===== config.mk =====
export PLATFORM = sky130hd
export DESIGN_NAME = regfile_read_arbiter_flat
export DESIGN_NICKNAME = d
export VERILOG_FILES = /design/src/rtl/regread_pkg.sv /design/src/rtl/regfile_read_arbiter_if.sv /design/src/rtl/rr_arbiter.sv /design/src/rtl/regfile_read_arbiter.sv /design/src/flat_wrapper.sv
export SDC_FILE = /design/constraint.sdc
export NUM_CORES = 1
export LEC_CHECK = 0
export BUFFER_PORTS_ARGS = -buffer_cell sky130_fd_sc_hd__buf_2
export CORE_MARGIN = 1
export CORE_UTILIZATION = 50
export CTS_BUF_LIST = sky130_fd_sc_hd__clkbuf_4 sky130_fd_sc_hd__clkbuf_8
export DETAILED_ROUTE_END_ITERATION = 8
export PLACE_DENSITY = 0.84
export SLEW_MARGIN = 10
export SYNTH_ARGS = -nofsm -noshare
export SYNTH_HDL_FRONTEND = slang
export SYNTH_SLANG_ARGS = --single-unit

===== constraint.sdc =====
create_clock -name clk -period 5.9 [get_ports clk]
set_clock_uncertainty 0.1 [all_clocks]
set_input_delay 0.59 -clock clk [delete_from_list [all_inputs] [get_ports clk]]
set_output_delay 0.59 -clock clk [all_outputs]
set_load 0.01 [all_outputs]

===== src/rtl/regread_pkg.sv =====
// rtl/regread_pkg.sv - shared sizing constants and helpers for the register-file read arbiter
package regread_pkg;

  localparam int NREQ_DEF = 4;
  localparam int AW_DEF   = 5;
  localparam int DW_DEF   = 32;

  function automatic int id_width(input int n);
    return (n > 2) ? $clog2(n) : 1;
  endfunction

  // Bit offset of requester idx's index inside the flat address bus
  function automatic int addr_lsb(input int idx, input int aw);
    return idx * aw;
  endfunction

endpackage


===== src/rtl/regfile_read_arbiter_if.sv =====
// rtl/regfile_read_arbiter_if.sv - request, mux and response signals of the shared register-file read port
interface regfile_read_arbiter_if import regread_pkg::*; #(
  parameter int NREQ = NREQ_DEF,
  parameter int AW   = AW_DEF,
  parameter int DW   = DW_DEF
);
  localparam int IDW = id_width(NREQ);

  logic [NREQ-1:0]    req;
  logic [NREQ*AW-1:0] addr;
  logic [NREQ-1:0]    gnt;
  logic [AW-1:0]      sel;
  logic [DW-1:0]      mux_y;
  logic               rvalid;
  logic               rready;
  logic [DW-1:0]      rdata;
  logic [IDW-1:0]     rid;

  modport master (
    output req, addr, mux_y, rready,
    input  gnt, sel, rvalid, rdata, rid
  );

  modport slave (
    input  req, addr, mux_y, rready,
    output gnt, sel, rvalid, rdata, rid
  );
endinterface


===== src/rtl/rr_arbiter.sv =====
// rtl/rr_arbiter.sv - combinational round-robin pick starting at ptr
module rr_arbiter #(
  parameter int NREQ = 4,
  parameter int IDW  = 2
) (
  input  logic [NREQ-1:0] req,
  input  logic [IDW-1:0]  ptr,
  input  logic            en,
  output logic [NREQ-1:0] gnt,
  output logic [IDW-1:0]  idx,
  output logic            valid
);

  // Scan offsets k = 0..NREQ-1 from ptr; the first requesting slot wins
  always_comb begin
    gnt   = '0;
    idx   = '0;
    valid = 1'b0;
    for (int k = 0; k < NREQ; k++) begin
      for (int i = 0; i < NREQ; i++) begin
        if (en && !valid && req[i] && (((int'(ptr) + k) % NREQ) == i)) begin
          gnt[i] = 1'b1;
          idx    = IDW'(i);
          valid  = 1'b1;
        end
      end
    end
  end

endmodule


===== src/rtl/regfile_read_arbiter.sv =====
// rtl/regfile_read_arbiter.sv - shares the register-file read mux among NREQ requesters, latency 2
module regfile_read_arbiter import regread_pkg::*; #(
  parameter int NREQ = NREQ_DEF,
  parameter int AW   = AW_DEF,
  parameter int DW   = DW_DEF,
  parameter int IDW  = id_width(NREQ)
) (
  input logic                   clk,
  input logic                   rst_n,
  regfile_read_arbiter_if.slave bus
);

  logic            stall;
  logic            arb_en;
  logic            any_gnt;
  logic [NREQ-1:0] gnt;
  logic [IDW-1:0]  gidx;
  logic [AW-1:0]   gaddr;

  logic [IDW-1:0]  ptr;
  logic [AW-1:0]   sel_q;
  logic            s1_valid;
  logic [IDW-1:0]  s1_id;
  logic            rvalid_q;
  logic [DW-1:0]   rdata_q;
  logic [IDW-1:0]  rid_q;

  assign stall  = rvalid_q & ~bus.rready;
  assign arb_en = rst_n & ~stall;

  rr_arbiter #(
    .NREQ (NREQ),
    .IDW  (IDW)
  ) u_arb (
    .req   (bus.req),
    .ptr   (ptr),
    .en    (arb_en),
    .gnt   (gnt),
    .idx   (gidx),
    .valid (any_gnt)
  );

  assign gaddr = bus.addr[addr_lsb(int'(gidx), AW) +: AW];

  // The whole pipeline freezes on stall so sel, and hence mux_y, stays put
  always_ff @(posedge clk or negedge rst_n) begin
    if (!rst_n) begin
      ptr      <= '0;
      sel_q    <= '0;
      s1_valid <= 1'b0;
      s1_id    <= '0;
      rvalid_q <= 1'b0;
      rdata_q  <= '0;
      rid_q    <= '0;
    end else if (!stall) begin
      if (any_gnt) begin
        sel_q    <= gaddr;
        s1_id    <= gidx;
        s1_valid <= 1'b1;
        ptr      <= (gidx == IDW'(NREQ - 1)) ? '0 : gidx + 1'b1;
      end else begin
        s1_valid <= 1'b0;
      end
      rvalid_q <= s1_valid;
      if (s1_valid) begin
        rdata_q <= bus.mux_y;
        rid_q   <= s1_id;
      end
    end
  end

  assign bus.gnt    = gnt;
  assign bus.sel    = sel_q;
  assign bus.rvalid = rvalid_q;
  assign bus.rdata  = rdata_q;
  assign bus.rid    = rid_q;

endmodule


===== src/flat_wrapper.sv =====
// flat-port wrapper written by rule: the top's interface ports become plain ports
module regfile_read_arbiter_flat import regread_pkg::*;
#(
  parameter int NREQ = NREQ_DEF,
  parameter int AW   = AW_DEF,
  parameter int DW   = DW_DEF,
  parameter int IDW  = id_width(NREQ)
)
  (clk, rst_n, bus_req, bus_addr, bus_mux_y, bus_rready, bus_gnt, bus_sel, bus_rvalid, bus_rdata, bus_rid);
  regfile_read_arbiter_if #(.NREQ(NREQ), .AW(AW), .DW(DW)) bus_i ();
  input logic clk;
  input logic rst_n;
  input wire logic [$bits(bus_i.req)-1:0] bus_req;
  input wire logic [$bits(bus_i.addr)-1:0] bus_addr;
  input wire logic [$bits(bus_i.mux_y)-1:0] bus_mux_y;
  input wire logic [$bits(bus_i.rready)-1:0] bus_rready;
  output wire logic [$bits(bus_i.gnt)-1:0] bus_gnt;
  output wire logic [$bits(bus_i.sel)-1:0] bus_sel;
  output wire logic [$bits(bus_i.rvalid)-1:0] bus_rvalid;
  output wire logic [$bits(bus_i.rdata)-1:0] bus_rdata;
  output wire logic [$bits(bus_i.rid)-1:0] bus_rid;
  assign bus_i.req = bus_req;
  assign bus_i.addr = bus_addr;
  assign bus_i.mux_y = bus_mux_y;
  assign bus_i.rready = bus_rready;
  assign bus_gnt = bus_i.gnt;
  assign bus_sel = bus_i.sel;
  assign bus_rvalid = bus_i.rvalid;
  assign bus_rdata = bus_i.rdata;
  assign bus_rid = bus_i.rid;
  regfile_read_arbiter #(.NREQ(NREQ), .AW(AW), .DW(DW), .IDW(IDW)) u_core (.clk(clk), .rst_n(rst_n), .bus(bus_i));
endmodule

# Word-level counts from Yosys, hierarchy flattened
# Index checks and enable logic that the tools add are counted.
[word_totals] ff_bits=45 output_inout_bits=44 elab_cells=152
[classes] addsub=4 multipliers=1 n_eq_ne=13 shift=1 n_mux=48 n_bitwise=7 n_reduce_logical=71
[ops] op="32-bit zero test" count=4
[ops] op="1-bit logical AND" count=47
[ops] op="1-bit two-way mux" count=33
[ops] op="20-bit by 32-bit indexed part select with 5-bit output" count=1
[ops] op="2-bit two-way mux" count=15
[ops] op="3-bit equality test, second input constant" count=6
[ops] op="1-bit zero test" count=15
[ops] op="3-bit by 2-bit equality test with 1-bit output, second input constant" count=3
[ops] op="2-bit equality test, second input constant" count=3
[ops] op="2-bit OR reduction" count=3
[ops] op="2-bit by 3-bit multiplier with 5-bit output, second input constant" count=1
[ops] op="2-bit by 1-bit adder with 2-bit output, second input constant" count=2
[ops] op="2-bit adder, second input constant" count=2
[ops] op="2-bit AND reduction" count=2
[ops] op="1-bit AND, first input constant" count=3
[ops] op="1-bit AND" count=2
[ops] op="2-bit by 1-bit equality test with 1-bit output, second input constant" count=1
[ops] op="1-bit NOT" count=2

# Longest topological paths before layout
# Gate-level depths: netlist (run 1).
[depth] word_depth=84 ltp_mapped=9 mapped_depth_nobuf=7

# Modules after synthesis
# Synthesis (run 1) repeated with hierarchy kept, for this count alone.
[hier_totals] cells_unflattened=133 hier_area_um2=1973.1
[by_module_without_submodules] mod="regfile_read_arbiter" n_inst=1 cells_each=106 area_each_um2=1810.5 seq_area_each_um2=1126.1
[by_module_without_submodules] mod="rr_arbiter" n_inst=1 cells_each=27 area_each_um2=162.7 seq_area_each_um2=0.0

# Least setup slack after synthesis (run 1)
# No wires, ideal clock.
[synth_timing] path_type="input port to flip-flop" start="input port bus_req[0]" end="register u_core.ptr[1]" setup_time_ns=0.125 t_arrival_ns=2.081 path_slack_ns=3.594 stages=8 path_buffers=1 path_cell_list="buf_6 -> or2_1 -> a311o_1 -> nand2_1 -> nand2_1 -> nand2_1 -> ha_1 -> mux2_4"
[synth_between] elab_chain_len=80 word_cells_on_any_way=97
[synth_rtl] item="from (decl)" line="flat_wrapper.sv:13" text="input wire logic [$bits(bus_i.req)-1:0] bus_req;"
[synth_rtl] item="1-bit logical AND (2 in a row)" line="rr_arbiter.sv:21" text="if (en && !valid && req[i] && (((int'(ptr) + k) % NREQ) == i)) begin"
[synth_rtl] item="1-bit two-way mux" line="rr_arbiter.sv:21"
[synth_rtl] item="1-bit zero test" line="rr_arbiter.sv:21"
[synth_rtl] item="1-bit logical AND (3 in a row)" line="rr_arbiter.sv:21"
[synth_rtl] item="1-bit two-way mux" line="rr_arbiter.sv:21"
[synth_rtl] item="1-bit zero test" line="rr_arbiter.sv:21"
[synth_rtl] item="1-bit logical AND (3 in a row)" line="rr_arbiter.sv:21"
[synth_rtl] item="1-bit two-way mux" line="rr_arbiter.sv:21"
[synth_rtl] item="[56 not listed]"
[synth_rtl] item="1-bit logical AND (3 in a row)" line="rr_arbiter.sv:21"
[synth_rtl] item="1-bit two-way mux" line="rr_arbiter.sv:21"
[synth_rtl] item="1-bit zero test" line="rr_arbiter.sv:21"
[synth_rtl] item="1-bit logical AND (3 in a row)" line="rr_arbiter.sv:21"
[synth_rtl] item="2-bit two-way mux *" line="rr_arbiter.sv:21"
[synth_rtl] item="via u_core.gidx[1]" line="regfile_read_arbiter.sv:17" text="logic [IDW-1:0] gidx;"
[synth_rtl] item="2-bit by 1-bit adder with 2-bit output / 2-bit equality test (equally long branches)" line="regfile_read_arbiter.sv:60" text="ptr <= (gidx == IDW'(NREQ - 1)) ? '0 : gidx + 1'b1;"
[synth_rtl] item="2-bit two-way mux *" line="regfile_read_arbiter.sv:60"
[synth_rtl] item="to (signal assigned)" line="regfile_read_arbiter.sv:60"
[synth_rtl] item="to (decl)" line="regfile_read_arbiter.sv:20" text="logic [IDW-1:0] ptr;"
# Mark *: on every way through the listed nets, which the timed path passes. The rest lies on a longest branch.
# A chain may end at the register's enable or synchronous reset.

# Worst setup path after layout (run 1)
[layout_timing] start="input port rst_n" end="output port bus_gnt[3]"
[layout_between] elab_chain_len=79 word_cells_on_any_way=82
[layout_rtl] item="from (decl)" line="flat_wrapper.sv:12" text="input logic rst_n;"
[layout_rtl] item="1-bit AND *" line="regfile_read_arbiter.sv:29" text="assign arb_en = rst_n & ~stall;"
[layout_rtl] item="1-bit logical AND (2 in a row)" line="rr_arbiter.sv:21"
[layout_rtl] item="1-bit two-way mux" line="rr_arbiter.sv:21"
[layout_rtl] item="1-bit zero test" line="rr_arbiter.sv:21"
[layout_rtl] item="1-bit logical AND (3 in a row)" line="rr_arbiter.sv:21"
[layout_rtl] item="1-bit two-way mux" line="rr_arbiter.sv:21"
[layout_rtl] item="1-bit zero test" line="rr_arbiter.sv:21"
[layout_rtl] item="1-bit logical AND (3 in a row)" line="rr_arbiter.sv:21"
[layout_rtl] item="[52 not listed]"
[layout_rtl] item="1-bit logical AND (3 in a row)" line="rr_arbiter.sv:21"
[layout_rtl] item="1-bit two-way mux" line="rr_arbiter.sv:21"
[layout_rtl] item="1-bit zero test" line="rr_arbiter.sv:21"
[layout_rtl] item="1-bit logical AND (3 in a row)" line="rr_arbiter.sv:21"
[layout_rtl] item="1-bit two-way mux" line="rr_arbiter.sv:21"
[layout_rtl] item="1-bit zero test" line="rr_arbiter.sv:21"
[layout_rtl] item="1-bit logical AND (3 in a row)" line="rr_arbiter.sv:21"
[layout_rtl] item="1-bit two-way mux *" line="rr_arbiter.sv:21"
[layout_rtl] item="to (decl)" line="flat_wrapper.sv:17" text="output wire logic [$bits(bus_i.gnt)-1:0] bus_gnt;"
# Mark *: on every way between the ends. The rest lies on a longest branch, timed or not.

==> results of run 1 <==
[power groups by stage]
stage	Clock [mW]	Sequential (mW)	Combinational, mW
2_1_floorplan	0	0.606	0.399
3_3_place_gp	0	0.554	0.663
3_5_place_dp	0	0.563	0.680
4_1_cts	0.193	0.557	0.681
5_1_grt	0.207	0.578	0.740
6_report	0.186	0.560	0.674
[cell type report]
class,count,share of cell area [%]
Multi-Input combinational cell,154,38.64
Inverter,4,0.5057
Clock buffer,5,2.318
Timing Repair Buffer,104,17.70
Tap cell,52,2.191
Clock inverter,3,0.7164
Sequential cell,45,37.93
[worst max path at each step]
stage,start,end,slack (ps)
after floorplan,bus_req[0],u_core.ptr[1],3590
after global placement,rst_n,u_core.ptr[1],2970
after detailed placement,rst_n,u_core.ptr[1],2880
after CTS,rst_n,bus_gnt[3],2940
after global routing,rst_n,bus_gnt[3],2720
final,rst_n,bus_gnt[3],2950
[cells by family (layout without fill, tap and decap cells)]
| group | after synthesis | count (layout) | synth area share (%) |
|---|---|---|---|
| and+or+nand+nor | 62 | 62 | 13.91 |
| muxes | 46 | 46 | 22.03 |
| AOI/OAI and AO/OA | 45 | 45 | 12.21 |
| DFF | 45 | 45 | 47.77 |
| buffers and inverters | 16 | 116 | 3.556 |
| adders and majority gates | 1 | 1 | 0.5307 |
[per-layer routing]
layer | vias to the layer above | part of all wire (%) | global-route usage (%)
met2 | 74 | 51 | 36.57
met4 | 0 | 0.70 | 4.667
met1 | 979 | 42 | 26.52
li1 | 973 | - | -
met5 | - | 0 | 0
met3 | 4 | 6.0 | 4.274
[worst max-delay path, cell delays in order]
cell and delay (ps):
buf_2 70, buf_4 470, nand4_2 270, nor2_1 390
nand2_1 150, o21ai_0 120, buf_2 160
[per-stage QoR]
step	power, mW	instance area, um2	setup WS [ps]
finish	1.420	2969	2954
global route	1.526	2969	2715
CTS	1.432	2969	2937
detailed placement	1.243	2879	2880
global placement	1.217	2879	2966
floorplan	1.005	2357	3594
[synth_stat cells (2+ instances only)]
cell	n	share of area, %
a31oi_1	6	1.6
o21ai_0	14	3.0
a21oi_1	7	1.5
o2111a_1	2	0.96
mux2i_1	5	2.1
inv_1	4	0.64
o211ai_1	2	0.64
clkbuf_1	5	0.80
nor2b_1	6	1.6
mux2_4	2	1.3
nand2_1	21	3.3
nand3_1	11	2.3
nor2_1	6	0.96
buf_6	2	0.96
a21o_1	2	0.64
or2b_1	3	0.96
nand2b_1	5	1.3
a22oi_1	5	1.6
mux2_2	39	19
buf_2	4	0.85
dfrtp_1	45	48
[sequential cells by signal, indices dropped and copies added, names as in the netlist]
signal / cells
u_core.s1_id: 2
u_core.bus.rdata: 32
u_core.bus.rvalid: 1
u_core.bus.rid: 2
u_core.s1_valid: 1
u_core.ptr: 2
u_core.bus.sel: 5
==> results.md, run 1 <==
- FILL cells: approximately 380
- R2R Path End: u_core.ptr[1]
- Pins over their slew limit: 0
- Register area: between 0.001 and 0.0015 mm2
- Detailed Route Iter0 Violations: between 90 and 100
- Gr usage total: 20.74%
- Wirelength per Cell: 13.96 um
- Warnings from Yosys: 0
- Flop pwr share: between 30% and 40%
- Worst-Skew Late Latency: just under 300 ps
- Yosys cell types: 40
- Die height: between 70 and 80 um
- Fin Setup TNS: 0 ps
- Post-layout util: 66.81%
- Reg2reg path depth: 7
- Setup CP Type: in -> out
- Layout cells sized above 1: between 50% and 60%
- Most frequent cells in the layout: buf_2, dfrtp_1, mux2_2
- Async SR Flop Fraction: between 90% and 100%
- Vias in the first global route: around 1.9k
- Drt pass-1 iters: 6
- DRC: 14
- Postcts setup bufs: 0
- Worst-path maximum fanout: 51
- Initial antenna violation count: 0
- H-tree levels: 2
- Clock buffer depth: 2
- Multi-input logic area: between 0.001 and 0.0015 mm2
- Clk network pwr share: between 10% and 20%
- Sequential share of the synthesized area: about 48%
- Post-Syn Instances: 215
- R2r startpoint: u_core.ptr[1]
- Top_reg_cell synth: dfrtp_1
- Worst setup EP type: output pin
- CTS tree: yes
- Ant. Diodes: 0
- I/O pins: about 100
- Die Wd: about 70 um
- Mapped Nets: 275
- Root Buffer Master: clkbuf_8
- Switching Share: 37.33%
- Largest net degree at the start of global routing: 52
- RSZ-0062 raised after global routing: no
- Routed vias/inst: 5.531
- Dpl cells: ~360
- Syn avg cell area: 10.96 um2
- Detailed Route WL: 5125 um
- Via Count: 2030
- Cell-internal power: 0.8901 mW
- Core ar.: 0.004444 mm2
- Sw power: 0.5302 mW
- R2R Setup Slk: 3360 ps
- DP Wirelength: 3845 um
- EDFF count, synth: 0
- Final Non-Filler Cells: 367
- Violated checks: DRC
- TritonCTS Buffers: 5
- Rel. slew slack: roughly 56%
- Max Cap Viol: 0
- Worst-Margin Slew: 664.4 ps
- Worst Path Required: 5210 ps
- Worst Hold Class: in -> async
- Peak VDD IR: 0.2536 mV
- Final nets: 374
- Fin Hold WS: about 270 ps
- Pwr Density: ~480 mW/mm2
- Synth Cell Area: 0.002357 mm2
- P_leak: approximately 1.5 nW
- Initial Util: 53.04%
- Hold Vio Cnt, Final: 0
- Status: finished, violations left
- Total grt overflow: 0
- Sink Count: 45
- First-pass GRT wire length: 8307 um
- Critical Path Start Type: input port
- CTS clk-pin slew, worst paths: roughly 90 ps
- Synthesized flop and latch total: 45
- Worst Path Arrival: 2260 ps
- DRT antenna net count: 0
- P&R area growth vs syn: 25.96%
- Hold buffer count at CTS: 0
- Final Setup Violations: 0
- # resized after CTS: 0
- Part of the power in combinational logic: 47.5%
- Placer Congestion: around 0.89
- I/O Buffers: 102
- Row count: 24
- Max frequency: 339.4 MHz
- Die area: 0.004993 mm2
- Minimum clock period: 2946 ps
- Most common cell after layout, fill and taps aside: buf_2
- Final Cycle Share: roughly 50%
Power figures use the tool's default switching activity.
==> run 2, diff against run 1 <==
--- a/config.mk
+++ b/config.mk
@@ -7,10 +7,10 @@
 export LEC_CHECK = 0
 export BUFFER_PORTS_ARGS = -buffer_cell sky130_fd_sc_hd__buf_2
 export CORE_MARGIN = 1
-export CORE_UTILIZATION = 50
+export CORE_UTILIZATION = 44
 export CTS_BUF_LIST = sky130_fd_sc_hd__clkbuf_4 sky130_fd_sc_hd__clkbuf_8
 export DETAILED_ROUTE_END_ITERATION = 8
-export PLACE_DENSITY = 0.84
+export PLACE_DENSITY = 0.78
 export SLEW_MARGIN = 10
 export SYNTH_ARGS = -nofsm -noshare
 export SYNTH_HDL_FRONTEND = slang
==> constraint.sdc (replaced) <==
create_clock -name clk -period 2.7 [get_ports clk]
set_clock_uncertainty 0.1 [all_clocks]
set_input_delay 0.27 -clock clk [delete_from_list [all_inputs] [get_ports clk]]
set_output_delay 0.27 -clock clk [all_outputs]
set_load 0.01 [all_outputs]
==> run 2 against run 1 <==
  * The run now ends clean
  * Worst setup slack got worse by 2700 ps
  * Critical path depth fell by 1
  * Highest routed layer unchanged
  * Wire length grew 6.8%
  * Clock-buffer cell count is 1 higher
  * Register-to-register slack got worse by 3100 ps
  * Global-route usage down 1.2 points
  * Cell area rose by 2.6%
==> results.md, run 2 (synthesis gave the netlist of run 1 again) <==
- Vias in the first global route: 1908 (+2.4%)
- H-tree levels: 2 (unchanged)
- Detailed Route Iter0 Violations: 141 (+53%)
- First-pass GRT wire length: 8390 um (+1.0%)
- Core ar.: 0.005140 mm2 (+16%)
- Most frequent cells in the layout: buf_2, dfrtp_1, mux2_2
- Initial antenna violation count: 0 (unchanged)
- Setup CP Type: reg -> reg
- RSZ-0062 raised after global routing: no
- P_leak: 1.520 nW (+1.8%)
- Peak VDD IR: 0.6552 mV (+160%)
- Max reg flops: 32 (unchanged)
- Worst Hold Class: in -> reg
- Worst Path Required: 2810 ps (-2400 ps)
- CTS clk-pin slew, worst paths: 90 ps (about the same)
- Wirelength per Cell: 14.11 um (+1.1%)
- Met1 Wirelength: 2239 um (+4.2%)
- Placer Congestion: 0.8657 (-2.5%)
- I/O Buffers: 102 (unchanged)
- Worst-Margin Slew: 575.3 ps (-89.07 ps)
- Max Cap Viol: 0 (unchanged)
- Detailed Route WL: 5476 um (+6.8%)
- Routed vias/inst: 5.286 (-4.4%)
- FILL cells: 472 (+25%)
- Ant. Diodes: 0 (unchanged)
- Worst setup EP type: flop
- Post-layout util: 59.27% (-7.5 points)
- Initial Util: 45.86% (-7.2 points)
- Gr usage total: 19.57% (-1.2 points)
- Via Count: 2051 (+1.0%)
- Clock buffer depth: 2 (unchanged)
- Hold Vio Cnt, Final: 0 (unchanged)
- Largest net degree at the start of global routing: 43 (-17%)
- Total grt overflow: 0 (unchanged)
- Max layer used: met4
- Max frequency: just over 400 MHz
- P&R area growth vs syn: 29.25%
- Die Wd: 75.20 um (+6.4%)
- Final Cycle Share: about nine tenths
- Worst-path maximum fanout: 20 (-61%)
- # resized after CTS: 0 (unchanged)
- Die area: 0.005654 mm2 (+13%)
- CTS tree: yes
- Most common cell after layout, fill and taps aside: buf_2
- Row count: 26 (+8.3%)
- Multi-input logic area: 0.001147 mm2 (unchanged)
- DRC: 0 (-14)
- Worst Path Arrival: 2550 ps (+290 ps)
- Fin Setup TNS: 0 ps (unchanged)
- DRT antenna net count: 0 (unchanged)
- Die height: 75.20 um (+6.4%)
- Pins over their slew limit: 0 (unchanged)
- Postcts setup bufs: 0 (unchanged)
- Register area: 0.001126 mm2 (unchanged)
- Layout cells sized above 1: 50.31% (+0.16 points)
- Critical Path Start Type: flop
- Worst-Skew Late Latency: 300 ps (about the same)
- Pwr Density: 1062 mW/mm2 (+120%)
- DP Wirelength: 4127 um (+7.3%)
- TritonCTS Buffers: 5 (unchanged)
- Final Setup Violations: 0 (unchanged)
- Drt pass-1 iters: 4 (-2)
- Sink Count: 45 (unchanged)
- Root Buffer Master: clkbuf_8
- Minimum clock period: 2439 ps
- Final nets: 377 (+0.80%)
- I/O pins: 103 (unchanged)
- Met3 WL: 249 um (-19%)
- Met2 routed WL: 2879 um (+9.4%)
- Rel. slew slack: 61.65% (+6.0 points)
- Status: completed
## run 2: cell count changes in the layout (fill, tap and decap cells not counted)
cell,delta
clkbuf_8,+1
bufinv_16,+1
buf_4,+2
clkinv_2,-1
dlygate4sd3_1,+1
inv_6,-1
## run 2: timing repair
item / in CTS / in global routing
hold endpoints to repair: 3 / 0
setup endpoints to repair: 0 / 0
hold buffers: 1 / 0
## run 2: power by group
part | switching [mW] | internal (mW) | total (mW)
Combinational | 0.733 | 0.756 | 1.49
Sequential | 0.200 | 1.01 | 1.21
Clock | 0.232 | 0.301 | 0.533
## run 2: routing by layer
layer	up-vias	track usage, %
met5	-	0
li1	980	-
met4	0	8.230
met2	58	33.43
met1	1000	24.61
met3	13	3.347
## run 2: area by class of cell
cell class | instances | area share [%]
Inverter | 4 | 0.4928
Timing Repair Buffer | 107 | 18.07
Sequential cell | 45 | 36.96
Clock inverter | 2 | 1.232
Tap cell | 70 | 2.875
Multi-Input combinational cell | 154 | 37.66
Clock buffer | 6 | 2.710
## run 2: metrics by stage
stage                     setup WS [ps]  cell area (um2)  hold WS [ps]  power, mW  std cells
after floorplan                   507.9             2357        -125.6      2.196        215
after global placement            427.8             2917         15.53      2.669        379
after detailed placement          316.4             2917         18.01      2.723        379
after CTS                         305.3             3047         87.10      3.265        388
after global routing              6.217             3047         85.35      3.469        388
final                             261.5             3047         93.10      3.235        388
## run 2: worst max-delay path, cell delays in order, from the launching register on
cell and delay, ps:
dfrtp_1 710, o21ai_0 300, nand4b_1 200, nand3_2 100, nor2_1 360, mux2_2 390
a31oi_1 200
## run 2: final timing paths
path / cells after the start / slack, ps / startpoint / to
min in group asynchronous: 2 / 260 / rst_n / u_core.bus.sel[4]
setup reg to reg: 6 / 260 / u_core.ptr[1] / u_core.bus.sel[1]
max in group asynchronous: 3 / 1470 / rst_n / u_core.bus.sel[3]
setup / recovery: 6 / 260 / u_core.ptr[1] / u_core.bus.sel[1]
hold / removal: 2 / 90 / bus_mux_y[15] / u_core.bus.rdata[15]
hold reg to reg: 2 / 370 / u_core.s1_valid / u_core.bus.rvalid
==> run 3, diff against run 2 <==
--- a/config.mk
+++ b/config.mk
@@ -5,12 +5,13 @@
 export SDC_FILE = /design/constraint.sdc
 export NUM_CORES = 1
 export LEC_CHECK = 0
+export ABC_AREA = 1
 export BUFFER_PORTS_ARGS = -buffer_cell sky130_fd_sc_hd__buf_2
 export CORE_MARGIN = 1
-export CORE_UTILIZATION = 44
+export CORE_UTILIZATION = 45
 export CTS_BUF_LIST = sky130_fd_sc_hd__clkbuf_4 sky130_fd_sc_hd__clkbuf_8
 export DETAILED_ROUTE_END_ITERATION = 8
-export PLACE_DENSITY = 0.78
+export PLACE_DENSITY = 0.79
 export SLEW_MARGIN = 10
 export SYNTH_ARGS = -nofsm -noshare
 export SYNTH_HDL_FRONTEND = slang
==> run 3 against run 2 <==
  * Cell area up 6.6%
  * Power increased by 13%
  * Global-route usage rose by 0.34 points
  * Fmax fell by 8.7%
  * Critical endpoint is now bus_gnt[2]
  * Sequential share of layout area is 2.2 points lower
  * Sequential power is essentially flat
  * Synthesized area is 3.2% higher
  * Clock-buffer cell count increased by 1
  * First-iteration DRC count is 9.9% lower
  * Core utilization increased by 3.5 points
==> results.md, run 3 <==
- Ant. Diodes: 0 (unchanged)
- Post-synth top cells: nand2_1, dfrtp_1, inv_1
- Max reg flops: 32 (unchanged)
- DP Wirelength: 4497 um (+9.0%)
- Root Buffer Master: clkbuf_8
- DRT antenna net count: 0 (unchanged)
- First-pass GRT wire length: 8528 um (+1.6%)
- Hold buffer count at CTS: 0 (-1)
- Minimum clock period: 2672 ps (+233.2 ps)
- Synth Cell Area: 0.002432 mm2 (+3.2%)
- Gr usage total: 19.91% (+0.34 points)
- Placer Congestion: 1.012 (+17%)
- Pwr Density: 1123 mW/mm2 (+5.7%)
- Post-layout util: 62.77% (+3.5 points)
- Total grt overflow: 0 (unchanged)
- CTS clk-pin slew, worst paths: 80 ps (about the same)
- Drt pass-1 iters: 4 (unchanged)
- P&R area growth vs syn: 33.49%
- Peak VDD IR: 0.4821 mV (-26%)
- Multi-input logic area: 0.001111 mm2 (-3.2%)
- Top cells by area, synth: dfrtp_1, mux2_2, nand2_1
- Overall Power: 3.645 mW (+13%)
- Row count: 26 (unchanged)
- Final Cycle Share: 98.95% (+8.6 points)
- Max Cap Viol: 0 (unchanged)
- Clock buffer depth: 2 (unchanged)
- Die height: 75.52 um (+0.43%)
- TritonCTS Buffers: 5 (unchanged)
- Yosys top cell by area: dfrtp_1
- Worst-Skew Late Latency: 290 ps (about the same)
- I/O pins: 103 (unchanged)
- Status: completed
- Final Non-Filler Cells: 456 (+18%)
- CP dominant cell by count: nand2_2
- Die area: 0.005703 mm2 (+0.87%)
- Worst-path maximum fanout: 5 (-75%)
- Detailed Route Iter0 Violations: 127 (-9.9%)
- EDFF count, synth: 0 (unchanged)
- Async SR Flop Fraction: 100.0% (unchanged)
- Detailed Route WL: 5845 um (+6.7%)
- Dpl cells: 437 (+15%)
- Most common cell in the netlist: nand2_1
- Rel. slew slack: 59.90% (-1.7 points)
- CTS tree: yes
- H-tree levels: 2 (unchanged)
- RSZ-0062 raised after global routing: yes
- Wirelength per Cell: 12.82 um (-9.2%)
- Register area: 0.001129 mm2 (+0.22%)
- Worst Hold Class: in -> async
- Top_reg_cell synth: dfrtp_1
- Yosys cell types: 26 (-35%)
- Top-area cell type share of the netlist area: 46.30% (-1.5 points)
- Worst Path Required: 2330 ps (-480 ps)
- Initial antenna violation count: 0 (unchanged)
- Final Setup Violations: 0 (unchanged)
- Vias in the first global route: 1969 (+3.2%)
- Die Wd: 75.52 um (+0.43%)
- Worst setup EP type: output pin
- Sequential share of the synthesized area: 46.30% (-1.5 points)
- Final nets: 445 (+18%)
- Most common cell after layout, fill and taps aside: buf_2
- Mapped Nets: 327 (+19%)
- Layout cells sized above 1: 49.48% (-0.83 points)
- Critical Path Start Type: flop
- Max frequency: 374.3 MHz (-8.7%)
- Largest net degree at the start of global routing: 46 (+7.0%)
- Syn avg cell area: 9.110 um2 (-17%)
- P_leak: 1.765 nW (+16%)
- Fin Setup TNS: 0 ps (unchanged)
- Most frequent cells in the layout: buf_2, nand2_1, dfrtp_1
- FILL cells: 438 (-7.2%)
- Sink Count: 45 (unchanged)
- Core ar.: 0.005172 mm2 (+0.63%)
- I/O Buffers: 102 (unchanged)
- Synthesized flop and latch total: 45 (unchanged)
- CP cell instances: inv_2 -> nand2_2 -> nor2_1 -> nand2_2 -> nand4_1 -> nor2_2 -> nand4_2 -> nor2_4 -> nand4_4 -> nor3_4 -> nand2_2 -> nand4_1 -> buf_2
- Largest stage delay on the critical path: 440 ps (-270 ps)
- Setup CP Type: reg -> out
- Warnings from Yosys: 0 (unchanged)
- Worst-Margin Slew: 600.0 ps (+24.73 ps)
- Worst Path Arrival: 2300 ps (-250 ps)
- Post-Syn Instances: 267 (+24%)
- DRC: 0 (unchanged)
- Routed vias/inst: 4.857 (-8.1%)
- CP max-delay cell: dfrtp_2
- Via Count: 2215 (+8.0%)
- Pins over their slew limit: 0 (unchanged)
- Hold Vio Cnt, Final: 0 (unchanged)
- Initial Util: 47.02% (+1.2 points)
-- run 3: changes by cell type in the layout (fill, tap and decap cells not counted), moves of 7 or more --
cell,change
a21oi_1,-7
buf_4,+11
inv_1,+37
nand2_1,+27
nand2_2,+10
nand3_1,+16
nor2_1,+13
o21ai_0,-10
-- run 3: repair_timing --
action,4_1_cts,5_1_grt
hold endpoints to repair,0,0
endpoints found under the setup margin,1,14
resized for setup,0,20
pin swaps,0,8
buffers inserted,1,10
gates cloned,0,0
-- run 3: area by class of cell --
type,count,area share (%)
multi-input cells,168,34.22
flip-flops and latches,45,34.76
clock inverters,1,0.2312
inverters,47,5.511
clock buffers,7,2.582
repair buffers,118,20.00
well taps,70,2.697
-- run 3: power by group --
| group | internal [mW] | switching [mW] | leakage [nW] |
|---|---|---|---|
| sequential | 1.03 | 0.184 | 0.529 |
| combinational | 0.950 | 1.07 | 1.19 |
| clock | 0.203 | 0.210 | 0.0453 |
| total | 2.18 | 1.47 | 1.76 |
-- run 3: per-layer routing --
metal / part of all wire (%) / global-route usage (%) / up-vias
li1: - / - / 1092
met1: 40 / 24.14 / 1009
met2: 53 / 34.52 / 102
met3: 6.0 / 3.968 / 12
met4: 1.4 / 8.436 / 0
met5: 0 / 0 / -
-- run 3: final timing paths --
| path | from | endpoint | slack [ps] | depth (start not counted) |
|---|---|---|---|---|
| worst max-delay path | u_core.ptr[1] | bus_gnt[2] | 30 | 13 |
| worst min-delay path | rst_n | u_core.bus.rdata[20] | 40 | 2 |
| worst max register to register | u_core.ptr[1] | u_core.bus.sel[2] | 110 | 15 |
| worst min register to register | u_core.s1_id[0] | u_core.s1_id[0] | 380 | 2 |
| max in group asynchronous | rst_n | u_core.ptr[0] | 2070 | 2 |
| min in group clk | bus_mux_y[11] | u_core.bus.rdata[11] | 100 | 2 |
-- run 3: logic make-up after synthesis --
group	synth area share (%)
flip-flops	46.30
AND/OR/NAND/NOR	25.67
multiplexers	15.28
buffers and inverters	9.928
adder cells (fa/ha/maj)	0.5143
AO/OA/AOI/OAI	2.315
-- run 3: critical path: cells and delay by family (launching register included) --
kind / cells / cell delay, ps
buffers and inverters: 2 / 200
AND/OR/NAND/NOR: 11 / 1380
flip-flops: 1 / 440
-- run 3: metrics by stage --
step           hold slack [ps]  setup WS (ps)  instance area [um2]
2_1_floorplan           -125.6          401.4                 2432
3_3_place_gp             338.3          157.5                 3015
3_5_place_dp             346.0          103.9                 3015
4_1_cts                  29.48          49.98                 3114
5_1_grt                  83.48         -121.4                 3247
6_report                 36.82          28.25                 3247
